`src/rtl/bin2bcd_seq_pkg.sv`:
```
// Shared definitions for the binary-to-BCD converter and the downstream
// seven-segment decoders: FSM states, digit width and the blank segment pattern.
package bin2bcd_seq_pkg;

  typedef enum logic [1:0] {
    ST_IDLE  = 2'd0,
    ST_SHIFT = 2'd1,
    ST_FIN   = 2'd2
  } state_e;

  localparam int BCD_W = 4;

  // Segment pattern for an unlit digit (active-low segments, all off).
  localparam logic [6:0] SEG7_BLANK = 7'h7F;

endpackage

```
`src/rtl/bin2bcd_seq_add3.sv`:
```
// Double-dabble correction cell: a BCD digit of 5 or more gets +3 before the
// shift so that the shifted value carries correctly into the next digit.
module bin2bcd_seq_add3
  import bin2bcd_seq_pkg::*;
(
  input  logic [BCD_W-1:0] din_i,
  output logic [BCD_W-1:0] dout_o
);

  assign dout_o = (din_i >= 4'd5) ? din_i + 4'd3 : din_i;

endmodule

```
`src/rtl/bin2bcd_seq.sv`:
```
// Sequential double-dabble binary-to-BCD converter, one shift per clock, with
// saturation to all nines on overflow and a leading-zero blank mask.
module bin2bcd_seq
  import bin2bcd_seq_pkg::*;
#(
  parameter int BIN_W  = 14,
  parameter int DIGITS = 4
) (
  input  logic                      CLK,
  input  logic                      RST,
  input  logic                      START,
  input  logic [BIN_W-1:0]          BIN,
  output logic                      BUSY,
  output logic                      DONE,
  output logic [BCD_W*DIGITS-1:0]   BCD,
  output logic [DIGITS-1:0]         LZB,
  output logic                      OVF
);

  localparam int SCR_W = BCD_W * DIGITS;
  localparam int CNT_W = $clog2(BIN_W + 1);

  function automatic longint pow10(input int n);
    longint r;
    r = 1;
    for (int i = 0; i < n; i++) r = r * 10;
    return r;
  endfunction

  localparam logic [63:0]      LIMIT = 64'(pow10(DIGITS));
  localparam logic [SCR_W-1:0] SAT   = {DIGITS{4'h9}};
  localparam logic [DIGITS-1:0] LZB_RST = {{(DIGITS-1){1'b1}}, 1'b0};

  state_e             state_q;
  logic [BIN_W-1:0]   shift_q;
  logic [SCR_W-1:0]   scratch_q;
  logic [CNT_W-1:0]   cnt_q;
  logic               ovf_q;
  logic               busy_q;
  logic               done_q;
  logic [SCR_W-1:0]   bcd_q;
  logic [DIGITS-1:0]  lzb_q;
  logic               ovf_o_q;

  logic [SCR_W-1:0]   adj;
  logic [SCR_W-1:0]   scratch_d;
  logic [BIN_W-1:0]   shift_d;
  logic               shift_out_unused;
  logic [DIGITS-1:0]  lzb_d;

  genvar gi;
  generate
    for (gi = 0; gi < DIGITS; gi++) begin : g_add3
      bin2bcd_seq_add3 u_add3 (
        .din_i  (scratch_q[gi*BCD_W +: BCD_W]),
        .dout_o (adj[gi*BCD_W +: BCD_W])
      );
    end
  endgenerate

  // The top scratch bit falls off the end; that only happens on overflow.
  assign {shift_out_unused, scratch_d, shift_d} = {adj, shift_q, 1'b0};

  always_comb begin
    logic all_zero;
    lzb_d    = '0;
    all_zero = 1'b1;
    for (int i = DIGITS - 1; i >= 1; i--) begin
      all_zero = all_zero & (scratch_q[i*BCD_W +: BCD_W] == 4'd0);
      lzb_d[i] = all_zero;
    end
  end

  always_ff @(posedge CLK) begin
    if (RST) begin
      state_q   <= ST_IDLE;
      shift_q   <= '0;
      scratch_q <= '0;
      cnt_q     <= '0;
      ovf_q     <= 1'b0;
      busy_q    <= 1'b0;
      done_q    <= 1'b0;
      bcd_q     <= '0;
      lzb_q     <= LZB_RST;
      ovf_o_q   <= 1'b0;
    end else begin
      done_q <= 1'b0;
      case (state_q)
        ST_IDLE: begin
          if (START) begin
            shift_q   <= BIN;
            scratch_q <= '0;
            cnt_q     <= CNT_W'(BIN_W);
            ovf_q     <= (64'(BIN) >= LIMIT);
            busy_q    <= 1'b1;
            state_q   <= ST_SHIFT;
          end
        end
        ST_SHIFT: begin
          scratch_q <= scratch_d;
          shift_q   <= shift_d;
          cnt_q     <= cnt_q - CNT_W'(1);
          if (cnt_q == CNT_W'(1)) state_q <= ST_FIN;
        end
        ST_FIN: begin
          bcd_q   <= ovf_q ? SAT : scratch_q;
          lzb_q   <= ovf_q ? '0 : lzb_d;
          ovf_o_q <= ovf_q;
          done_q  <= 1'b1;
          busy_q  <= 1'b0;
          state_q <= ST_IDLE;
        end
        default: state_q <= ST_IDLE;
      endcase
    end
  end

  assign BUSY = busy_q;
  assign DONE = done_q;
  assign BCD  = bcd_q;
  assign LZB  = lzb_q;
  assign OVF  = ovf_o_q;

endmodule

```
`config.mk`:
```
export PLATFORM = sky130hd
export DESIGN_NAME = bin2bcd_seq
export DESIGN_NICKNAME = d
export VERILOG_FILES = /design/src/rtl/bin2bcd_seq_pkg.sv /design/src/rtl/bin2bcd_seq_add3.sv /design/src/rtl/bin2bcd_seq.sv
export SDC_FILE = /design/constraint.sdc
export NUM_CORES = 1
export LEC_CHECK = 0
export CAP_MARGIN = 20
export CORE_UTILIZATION = 54
export DETAILED_ROUTE_END_ITERATION = 7
export PLACE_DENSITY = 0.82
export REMOVE_ABC_BUFFERS = 1
export SYNTH_ARGS = -nofsm -noshare
export SYNTH_HDL_FRONTEND = slang
export SYNTH_SLANG_ARGS = --single-unit
```
`constraint.sdc`:
```
create_clock -name CLK -period 1.5 [get_ports CLK]
set_input_delay 0.225 -clock CLK [delete_from_list [all_inputs] [get_ports CLK]]
set_output_delay 0.225 -clock CLK [all_outputs]
set_load 0.02 [all_outputs]
```
==> summary.md <==
| Metric | Value |
|---|---|
| Worst VDD drop | `0.5775 mV` |
| Synthesis Warnings | `0` |
| WP data required | `1780 ps` |
| Synth top area share | `41.97%` |
| FMAX | `720.5 MHz` |
| Main area contributors after synthesis | `dfxtp_1 42%, nor2_1 6.0%, ha_1 5.8%, a21oi_1 5.2%, nor3_1 4.1%` |
| Vias in the first global route | `2240` |
| Postcts setup bufs | `0` |
| Total grt overflow | `0` |
| DRC | `0` |
| Effective utilization at floorplan | `57.67%` |
| H-tree Lvls | `3` |
| CP arrival | `1670 ps` |
| Nets@finish | `403` |
| Final Hold Fails | `0` |
| CTS tree | `built` |
| Worst skew pair latency | `340 ps` |
| Maxcap violations | `0` |
| DRT iter0 DRCs | `92` |
| Hold_buf cts | `0` |
| Die Y | `74.19 µm` |
| Critical path launch point type | `flip-flop` |
| Area leader, netlist | `dfxtp_1` |
| Clk slew on worst S/H paths | `60 ps` |
| DRT antenna net count | `0` |
| Crit path capture type | `flip-flop` |
| Final Skew | `7.311 ps` |
| Tot GR Track Use | `24.88%` |
| Synth Flop Type | `dfxtp_1` |
| Post-synth EDFFs | `0` |
| Slowest stage delay, CP | `290 ps` |
| Status | `finished, final reports clean` |
| First-pass GRT wire length | `10.16 mm` |
| Async set or reset register ratio after synthesis | `0%` |
| Critical-path maximum fanout | `6` |
| Synth top cells by count | `59 x dfxtp_1, 45 x nor2_1, 29 x a21oi_1, 23 x nor3_1, 15 x inv_1` |
| RSZ-0062 raised after global routing | `false` |
| Distinct cells, synth | `49` |
| WL/cell | `13.88 µm` |
| First-pass DRT Iterations | `4` |
| Number of sinks on the clock net | `59` |
| Dpl hpwl | `4.437 mm` |
| Synth Register Bits | `59` |
| Clock Path Buffers | `2` |
| Number of core rows | `25` |
| Mapped Cells | `311` |
| Core area | `4880 µm²` |
| Pin count of the biggest net entering global routing | `22` |
| Die ar. | `5503 µm²` |
| Critical path, cell by cell | `inv_1, ha_1, nand2b_1, a21oi_2, mux2i_1, a22o_1` |
| Fillers | `357` |
| Share of layout cells above drive strength 1 | `20.11%` |
| Sequential share of the synthesized area | `41.97%` |
| Post-Syn Area | `2814 µm²` |
| WS Path Type | `flip-flop to flip-flop` |
| Final Total Pwr | `0.003730 W` |
| Antenna diode count | `0` |
| Cts bufs inserted | `9` |
| Top-level I/O count | `40` |
| Hold slack | `451.8 ps` |
| Final wirelength | `6.177 mm` |
| Count leader, synth | `dfxtp_1` |
| Final worst path period share | `92.53%` |
| Root Driver | `clkbuf_8` |
| Final setup fails | `0` |
| Via density | `5.470` |
| Mean Syn Cell Area | `9.048 µm²` |
| Number of antenna violations at the first check in global routing | `0` |
| P_leak | `1.586 nW` |
| Vias | `2434` |
| Slowest-stage cell, CP | `dfxtp_1` |
| Die W | `74.19 µm` |
| Fin crit period | `1388 ps` |
| Pwr Density | `1032 nW/µm²` |
| Area growth from synthesis to layout | `28.41%` |
| Port-buffer cells | `38` |
| Worst hold path class | `flip-flop to flip-flop` |
| GPL Wtd Cong | `0.7927` |
| Final slew viol count | `0` |
## power breakdown
part           switching, W  internal (W)  leakage (nW)
Clock              0.000626      0.000924         0.110
Sequential        0.0000479       0.00164         0.481
Combinational      0.000257      0.000238         0.995
Total              0.000930       0.00280          1.59
## layout make-up
cell class	instances	area, µm²	area share (%)
Multi-Input combinational cell	216	1460	40.41
Sequential cell	59	1182	32.72
Timing Repair Buffer	72	623.1	17.24
Clock buffer	10	127.6	3.532
Tap cell	67	83.83	2.320
Clock inverter	6	80.08	2.216
Inverter	15	56.30	1.558
## sequential cells by signal (all words and copies together) (netlist names)
name	count
BCD	16
scratch_q	16
shift_q	14
cnt_q	4
LZB	3
state_q	2
BUSY	1
DONE	1
OVF	1
ovf_q	1
## placed cells by master, fill, tap and decap left out, drive strengths merged, types with 3 or more instances in the layout
cell	n
dfxtp	59
nor2	47
buf	34
a21oi	29
nor3	23
dlygate4sd2	18
clkdlybuf4s50	16
inv	15
nand2	14
ha	13
clkbuf	10
nand2b	10
o21ai	9
o22ai	6
a22o	5
nand3b	5
o221a	4
a22oi	4
mux2i	4
xnor2	4
clkinv	4
dlymetal6s2s	4
a32o	4
o31ai	4
nor2b	3
a2111oi	3
and2b	3
## routing by layer
| metal | share of wire [%] | GRT usage [%] | vias up |
|---|---|---|---|
| met3 | 3.4 | 6.098 | 13 |
| met1 | 45 | 28.92 | 1133 |
| met4 | 2.2 | 11.32 | 0 |
| met2 | 50 | 43.13 | 66 |
| li1 | - | - | 1222 |
| met5 | 0 | 0 | - |
## path summary, 6_finish.rpt
path / start / depth (start not counted) / slack (ps) / endpoint
setup / recovery: scratch_q[13] / 6 / 110 / scratch_q[14]
hold / removal: BCD[14] / 2 / 450 / BCD[14]
setup reg to reg: scratch_q[13] / 6 / 110 / scratch_q[14]
hold reg to reg: BCD[14] / 2 / 450 / BCD[14]
## critical path: cells and delay by family (launching register included)
| family | cells | cell delay (ps) |
|---|---|---|
| fa+ha+maj | 1 | 230 |
| compound gates | 2 | 340 |
| simple gates | 1 | 90 |
| flops | 1 | 290 |
| mux | 1 | 240 |
| buf+inv | 1 | 140 |
## cell families (layout without fill, tap and decap cells)
kind of cell             count (synthesis)  after routing  share of synthesized area [%]
AND/OR/NAND/NOR                        111            111                          20.19
AO/OA/AOI/OAI                           82             82                          21.74
flip-flops                              59             59                          41.97
buffers and inverters                   36            103                          7.203
adder cells (fa/ha/maj)                 13             13                          5.780
XOR/XNOR                                 5              5                          1.556
multiplexers                             4              4                          1.423
other                                    1              1                         0.1333
## per-stage QoR
| stage | util, % | std cells | TNS (ps) | setup slack, ps | instance area [µm²] |
|---|---|---|---|---|---|
| after global routing | 74.05 | 445 | 0 | 11.60 | 3613 |
| after global placement | 69.41 | 429 | -635.0 | -70.11 | 3387 |
| after floorplan | - | 290 | -254.3 | -68.56 | 2668 |
| after detailed placement | 69.41 | 429 | -1167 | -126.8 | 3387 |
| after CTS | 73.28 | 445 | 0 | 1.339 | 3576 |
| final | 74.05 | 445 | 0 | 112.0 | 3613 |
## what timing repair did
action                     CTS  global route
pin swaps                    0             2
setup endpoints to repair   19            10
gates resized for setup     19            11
Note: power is estimated with default switching activity, not from simulation.
